===== config.mk =====
export PLATFORM = sky130hd
export DESIGN_NAME = pwm_trip_guard
export DESIGN_NICKNAME = d
export VERILOG_FILES = /design/src/rtl/pwm_trip_guard.sv
export SDC_FILE = /design/constraint.sdc
export NUM_CORES = 1
export LEC_CHECK = 0
export ABC_AREA = 0
export BUFFER_PORTS_ARGS = -buffer_cell sky130_fd_sc_hd__buf_2
export CAP_MARGIN = 20
export CORE_UTILIZATION = 51
export CTS_CLUSTER_DIAMETER = 40
export CTS_CLUSTER_SIZE = 16
export DETAILED_ROUTE_END_ITERATION = 8
export MAX_ROUTING_LAYER = met4
export PLACE_DENSITY = 0.8
export SYNTH_ARGS = -nofsm -noshare
export SYNTH_HDL_FRONTEND = slang
export SYNTH_SLANG_ARGS = --single-unit

===== constraint.sdc =====
create_clock -name clk -period 3.6 [get_ports clk]
set_input_delay 0.72 -clock clk [delete_from_list [all_inputs] [get_ports clk]]
set_output_delay 0.72 -clock clk [all_outputs]
set_load 0.01 [all_outputs]

===== src/rtl/pwm_trip_guard.sv =====
// pwm_trip_guard
//   Protection stage between the PWM generator's A/B pairs and the gate-driver
//   pins. It passes PWM through while running. Any of three causes forces all
//   outputs to the safe levels and latches a trip:
//     - a filtered external driver fault,
//     - a two-edge shoot-through overlap,
//     - a software trip.
//   Leaving the trip takes an accepted clear (TRIPPED -> REARM) followed by a
//   cycle in which every PWM input is at its safe level (REARM -> RUN).
//
// Ports
//   clk, reset              clock; synchronous active-high reset
//   pwm_in_A/B   [N_LEGS]   PWM stage outputs (bit i = leg i+1)
//   safe_level_A/B          safe level for all A / all B outputs
//   fault_n                 asynchronous active-low driver fault
//   filt_len  [FILT_WIDTH]  qualifying fault length in synced cycles (0 -> 1)
//   st_enable               enables shoot-through detection
//   sw_trip, trip_clear     software trip request / clear request
//   pwm_out_A/B  [N_LEGS]   registered guarded outputs
//   tripped                 state is not RUN
//   trip_cause [2:0]        sticky {sw, shoot-through, external}
//   trip_irq                one-cycle pulse on entry to TRIPPED

// Per-leg compare against the safe levels.
module pwm_trip_leg (
  input  logic a,
  input  logic b,
  input  logic safe_a,
  input  logic safe_b,
  output logic overlap,
  output logic idle
);
  assign overlap = (a ^ safe_a) & (b ^ safe_b);
  assign idle    = ~(a ^ safe_a) & ~(b ^ safe_b);
endmodule

module pwm_trip_guard #(
  parameter int N_LEGS     = 4,
  parameter int FILT_WIDTH = 8
) (
  input  logic                  clk,
  input  logic                  reset,
  input  logic [N_LEGS-1:0]     pwm_in_A,
  input  logic [N_LEGS-1:0]     pwm_in_B,
  input  logic                  safe_level_A,
  input  logic                  safe_level_B,
  input  logic                  fault_n,
  input  logic [FILT_WIDTH-1:0] filt_len,
  input  logic                  st_enable,
  input  logic                  sw_trip,
  input  logic                  trip_clear,
  output logic [N_LEGS-1:0]     pwm_out_A,
  output logic [N_LEGS-1:0]     pwm_out_B,
  output logic                  tripped,
  output logic [2:0]            trip_cause,
  output logic                  trip_irq
);

  typedef enum logic [1:0] {RUN = 2'd0, TRIPPED = 2'd1, REARM = 2'd2} state_t;

  state_t state, state_nxt;

  // ---------------- fault path ----------------
  logic [1:0]            fault_sync;   // [1] is the synchronized fault
  logic                  fault_s;
  logic [FILT_WIDTH-1:0] filt_n, flt_cnt;
  logic                  flt_qual;

  always_ff @(posedge clk) begin
    if (reset) fault_sync <= '0;
    else       fault_sync <= {fault_sync[0], ~fault_n};
  end
  assign fault_s = fault_sync[1];

  assign filt_n = (filt_len == '0) ? FILT_WIDTH'(1) : filt_len;

  // Clamping to filt_n (rather than holding) lets a shortened filt_len
  // take hold against the current count.
  always_ff @(posedge clk) begin
    if (reset)               flt_cnt <= '0;
    else if (!fault_s)       flt_cnt <= '0;
    else if (flt_cnt < filt_n) flt_cnt <= flt_cnt + 1'b1;
    else                     flt_cnt <= filt_n;
  end
  assign flt_qual = (flt_cnt >= filt_n);

  // ---------------- shoot-through path ----------------
  logic [N_LEGS-1:0] leg_ov, leg_idle;
  logic              st_raw, st_prev, st_trip, all_idle;

  for (genvar i = 0; i < N_LEGS; i++) begin : g_leg
    pwm_trip_leg u_leg (
      .a       (pwm_in_A[i]),
      .b       (pwm_in_B[i]),
      .safe_a  (safe_level_A),
      .safe_b  (safe_level_B),
      .overlap (leg_ov[i]),
      .idle    (leg_idle[i])
    );
  end

  assign st_raw   = st_enable & (|leg_ov);
  assign all_idle = &leg_idle;

  always_ff @(posedge clk) begin
    if (reset) st_prev <= 1'b0;
    else       st_prev <= st_raw;
  end
  // A single-edge overlap (e.g. edge skew at a transition) is tolerated.
  assign st_trip = st_raw & st_prev;

  // ---------------- FSM ----------------
  logic trip_now, clr_ok;
  assign trip_now = flt_qual | st_trip | sw_trip;
  // Clear is only honoured once every trip source is quiet; otherwise dropped.
  assign clr_ok   = trip_clear & ~fault_s & ~st_raw & ~sw_trip;

  always_ff @(posedge clk) begin
    if (reset) state <= REARM;
    else       state <= state_nxt;
  end

  always_comb begin
    state_nxt = state;
    case (state)
      RUN:     if (trip_now) state_nxt = TRIPPED;
      TRIPPED: if (clr_ok)   state_nxt = REARM;
      REARM: begin
        if (trip_now)      state_nxt = TRIPPED;
        else if (all_idle) state_nxt = RUN;
      end
      default: state_nxt = REARM;
    endcase
  end

  logic pass, irq_set, cause_clr;
  always_comb begin
    pass      = (state_nxt == RUN);
    irq_set   = (state_nxt == TRIPPED) && (state != TRIPPED);
    cause_clr = (state == TRIPPED) && (state_nxt == REARM);
    tripped   = (state != RUN);
  end

  // ---------------- registered outputs ----------------
  always_ff @(posedge clk) begin
    if (reset) begin
      pwm_out_A  <= {N_LEGS{safe_level_A}};
      pwm_out_B  <= {N_LEGS{safe_level_B}};
      trip_cause <= '0;
      trip_irq   <= 1'b0;
    end else begin
      pwm_out_A  <= pass ? pwm_in_A : {N_LEGS{safe_level_A}};
      pwm_out_B  <= pass ? pwm_in_B : {N_LEGS{safe_level_B}};
      trip_cause <= cause_clr ? 3'b000 : (trip_cause | {sw_trip, st_trip, flt_qual});
      trip_irq   <= irq_set;
    end
  end

endmodule


* After elaboration in Yosys (flattened, before gate mapping)
Cells that the tools add are included.
** Word-level totals
- Output and inout port bits :: 13
- Register bits :: 25
- Input bits :: 24
** Cells by class
- $add $sub $neg :: 1
- Equal/unequal tests :: 5
- Reductions and logical operators :: 10
- Muxes and demuxes :: 11
- Bitwise operators :: 36
- Order comparisons :: 2
** Operators by type and width (number)
- 4-bit 2-to-1 mux :: 4
- 8-bit 2-to-1 mux :: 2
- 1-bit bitwise AND :: 13
- 1-bit NOT :: 12
- 8-bit by 1-bit adder with 8-bit output (second input constant) :: 1
- 8-bit greater-or-equal comparator :: 1
- 8-bit zero test :: 1
- 8-bit less-than comparator :: 1
- 2-bit 2-to-1 mux :: 4
- 1-bit XOR :: 8
- 2-bit one-hot mux with 3 select lines :: 1
- 2-bit by 1-bit == test with 1-bit output (second input constant) :: 2
- 2-bit == test (second input constant) :: 2
- 2-bit zero test :: 2
- 4-bit AND reduction :: 1
- 2-bit OR reduction :: 2
- 4-bit OR reduction :: 1
- 3-bit OR :: 1
- 1-bit logical AND :: 2
- 2-bit by 1-bit != test with 1-bit output (second input constant) :: 1
- 1-bit OR :: 2
- 2-bit nonzero test :: 1

* Depth between registers and ports, before layout
- Depth in word-level cells :: 12
- Depth in mapped cells :: 10

* Cells and area by module
A second synthesis with hierarchy kept.
** Unflattened totals
- Cells, all modules :: 140
- Area, all modules :: 1331.3 µm²
** By module, submodules not included
- pwm_trip_guard :: area each 1221.2 µm², times used 1, cells an instance 124
- pwm_trip_leg :: area each 27.5 µm², times used 4, cells an instance 4

* Worst setup path before layout
OpenSTA, ideal clock, no wires.
- Kind :: input port to flip-flop
- Start :: input filt_len[3]
- End :: register pwm_out_A[0]
- Stages :: 9
- Buffers on the path :: 0
- Arrival time :: 2.959 ns
- Setup slack :: 0.520 ns
- Setup time :: 0.121 ns
- Required time :: 3.479 ns
- Path through :: nor4_1 -> a41o_1 -> ha_1 -> nor2b_1 -> o211ai_1 -> a31oi_1 -> or4_4 -> nor4b_4 -> mux2_2
** Between the ends
- Longest elaborated chain between the ends :: 10
- Elaborated cells between the ends (all ways) :: 11
** Ends and longest elaborated chain
- start: declaration :: line 48 : input logic [FILT_WIDTH-1:0] filt_len,
- 8-bit zero test :: line 75 : assign filt_n = (filt_len == '0) ? FILT_WIDTH'(1) : filt_len;
- 8-bit 2-to-1 mux (*) :: line 75
- 8-bit greater-or-equal comparator (*) :: line 85 : assign flt_qual = (flt_cnt >= filt_n);
- 1-bit OR (*) (2 in a row) :: line 114 : assign trip_now = flt_qual | st_trip | sw_trip;
- 2-bit 2-to-1 mux, on equally long branches :: line 129, 126
- 2-bit one-hot mux with 3 select lines (*) :: line 125 : case (state)
- 2-bit zero test (*) :: line 138 : pass = (state_nxt == RUN);
- 4-bit 2-to-1 mux (*) :: line 152 : pwm_out_A <= pass ? pwm_in_A : {N_LEGS{safe_level_A}};
- 4-bit 2-to-1 mux (*) :: line 146 : if (reset) begin
- end signal: assignment :: line 147 : pwm_out_A <= {N_LEGS{safe_level_A}};
- end signal: assignment :: line 152
- end: declaration :: line 52 : output logic [N_LEGS-1:0] pwm_out_A,
Every way passes the cells marked *; elsewhere a longest branch is shown, timed or not.
A chain may end at the register's enable or synchronous reset.

* Worst setup path in the final report
- Start :: input filt_len[3]
- End :: register pwm_out_B[0]
** Between the ends
- Longest elaborated chain between the ends :: 10
- Elaborated cells between the ends (all ways) :: 11
** Ends and longest elaborated chain
- 8-bit zero test :: line 75
- 8-bit 2-to-1 mux (*) :: line 75
- 8-bit greater-or-equal comparator (*) :: line 85
- 1-bit OR (*) (2 in a row) :: line 114
- 2-bit 2-to-1 mux, on equally long branches :: line 129, 126
- 2-bit one-hot mux with 3 select lines (*) :: line 125
- 2-bit zero test (*) :: line 138
- 4-bit 2-to-1 mux (*) :: line 153 : pwm_out_B <= pass ? pwm_in_B : {N_LEGS{safe_level_B}};
- 4-bit 2-to-1 mux (*) :: line 146
- end signal: assignment :: line 148 : pwm_out_B <= {N_LEGS{safe_level_B}};
- end signal: assignment :: line 153
- end: declaration :: line 53 : output logic [N_LEGS-1:0] pwm_out_B,
Marked as above.

==> flow_summary.toml <==
[outcome]
status = "finished, final reports clean"

[global_route]
met2_usage_pct = 43.7
use_met1_pct = 23.0
antenna_found_initial = 0
grt_max_degree = 16
grtUsageMet3_pct = 2.59
busiest_layer = "met2"
grt_pass1_vias = 1111
grt_pass1_wl_um = 4490
grt_overflow = 0
grtUsageTotal_pct = 22.7

[floorplan]
die-area_sq_um = 2800
start_util_pct = 53.8
num_rows = 18
die_h_um = 52.9
coreArea_sq_um = 2450
num_io_pins = 37
fp.dieW_um = 52.9

[placement]
place_congestion = 0.802
dpl_cell_area_sq_um = 1520
dpl.hpwl_um = 2250
dp_cells = 203
numPortBuffers = 36

[timing]
relSlewSlack_pct = 64.5
post-route-min-period_ns = 3.08
setup_tns_ns = 0
finClkSkew_ns = 0.00311
worstMarginPinSlew_ns = 0.530
rsz0062_at_grt = "false"
hold_viol_final = 0
max_freq_ghz = 0.324
setup_violations = 0
worst_hold_slack_ns = 0.458
fin_crit_sh_pct = 85.6
slew_viol_final = 0

[final_layout]
area_growth_pct = 17.3
final_cell_mix = "buf_2, dfxtp_1, xor2_1, nor2_1"
antenna_cells = 0
drive_gt1_share_pct = 30.5
fin_area_sq_um = 1550
nets = 211
layout_commonest_cell = "buf_2"
stdcell_count = 207

[synthesis]
synth_top_area_share_pct = 37.9
synth_top_flop_cell = "dfxtp_1"
synth_area_leaders = "dfxtp_1, ha_1, xor2_1"
syn_avg_cell_area_sq_um = 9.37
synth.net_count = 174
syn_area_sq_um = 1320
ys_types = 35
synth-edff-count = 0
yosys_warnings = 0
seq_area_frac_synth_pct = 37.9
yosysTopAreaCell = "dfxtp_1"
synthCells = 141
synth-seq-cells = 25
synthArstFlopShare_pct = 0

[clock_network]
cts_root_buffer = "clkbuf_4"
clockBufferDepth = 2
h-tree-depth = 1
cts_buffers = 3
ctsHoldBuffers = 0
clock_latency_ns = 0.31
postCtsSetupRepairBufs = 0
cts_tree = "yes"
cts_sinks = 25
clk_pin_slew_ns = 0.13
postCtsResizedCells = 0

[worst_setup_path]
slowest_stage = "or4_4"
setup.worst_path.class = "input pin to flip-flop"
cpPeakStageDelay_ns = 0.53
arrival_ns = 3.30
crit_path_start_kind = "input pin"
crit_family = "simple AND/OR/NAND/NOR gates"
reg2reg_depth = 7
worst-path-max-fanout = 8
required_ns = 3.82
path_buf_inv = 1
cp-end-kind = "flip-flop"
path_cells = "buf_2 -> nor4_1 -> a41o_1 -> ha_1 -> nor2b_1 -> o211ai_1 -> a31oi_1 -> or4_4 -> nor4b_4 -> mux2_2"
path_depth = 10

[route]
drc = 0
drt_wl_total_um = 2770
dr_total_vias = 1134
via_per_inst = 5.48
wl_per_cell_um = 13.4
drtIter0Drc = 12
detail-route-antenna-nets = 0
firstDrtPassIters = 5

[pwr]
p_switching_w = 0.000137
seq_power_share_pct = 58.0
clkPwrFrac_pct = 23.7
leakage_nw = 0.701
p_int_w = 0.000377
swShare_pct = 26.7
combPwrFrac_pct = 18.3
peakVddDrop_mv = 0.200
pwr_density_cell_nw_per_um2 = 332
finalPower_w = 0.000514

[hold_path]
min_path_cells = 1
min_path_type = "flip-flop to flip-flop"

[run]
cap_viol_max_count = 0
[final cells by class]
cell class / instances / area [sq um]
tap: 30 / 37.5
clock inverter: 1 / 5.00
fill: 212 / 905
sequential: 25 / 500
multi-input combinational: 102 / 763
timing repair buffer: 37 / 188
clock buffer: 3 / 22.5
inverter: 9 / 33.8
[state kept, by name, summed over array words and instances (netlist names)]
name        count
st_prev         1
trip_cause      3
pwm_out_A       4
pwm_out_B       4
state           2
trip_irq        1
fault_sync      2
flt_cnt         8
[metrics by stage]
stage | utilization [%] | setup WS (ns)
2_1_floorplan | - | 0.520
3_3_place_gp | 62.0 | 0.230
3_5_place_dp | 62.0 | 0.156
4_1_cts | 63.1 | 0.505
5_1_grt | 63.1 | 0.358
6_report | 63.1 | 0.517
[logic make-up after synthesis]
kind of cell / count (synthesis) / share of synthesized area [%]
AO/OA/AOI/OAI: 30 / 16.1
multiplexers: 8 / 6.82
XOR/XNOR: 14 / 9.28
AND/OR/NAND/NOR: 41 / 17.0
adder cells (fa/ha/maj): 9 / 8.52
buffers and inverters: 14 / 4.36
flip-flops: 25 / 37.9
[path summary, 6_finish.rpt]
check	from	to	slack, ns
worst max-delay path	filt_len[3]	pwm_out_B[0]	0.52
worst min-delay path	fault_sync[0]	fault_sync[1]	0.46
worst max register to register	flt_cnt[1]	pwm_out_B[0]	0.96
worst min register to register	fault_sync[0]	fault_sync[1]	0.46
[power groups by stage]
stage | Sequential, W | Combinational (W) | Clock, W
after floorplan | 0.000308 | 0.0000522 | 0
after global placement | 0.000304 | 0.0000897 | 0
after detailed placement | 0.000305 | 0.0000942 | 0
after CTS | 0.000298 | 0.0000946 | 0.000128
after global routing | 0.000300 | 0.000104 | 0.000137
final | 0.000298 | 0.0000941 | 0.000122
[synthesized netlist by cell type, types with 2 or more instances]
library cell,number
and3_1,5
o22ai_1,2
a22oi_2,2
a31oi_1,2
clkbuf_1,2
nand2_1,7
nand3_1,3
a21oi_1,6
o21a_1,3
a211oi_1,7
nor2b_1,2
nand4_1,2
inv_1,9
o21ai_0,3
mux2_2,8
xnor2_1,3
nor3_1,5
xor2_1,11
nor2_1,11
ha_1,9
dfxtp_1,25
[metal layers]
layer | vias to the layer above | share of wire, %
li1 | 575 | -
met1 | 525 | 42
met2 | 29 | 53
met3 | 5 | 3.8
met4 | 0 | 1.4
met5 | - | 0
(Power assumes the default switching activity.)
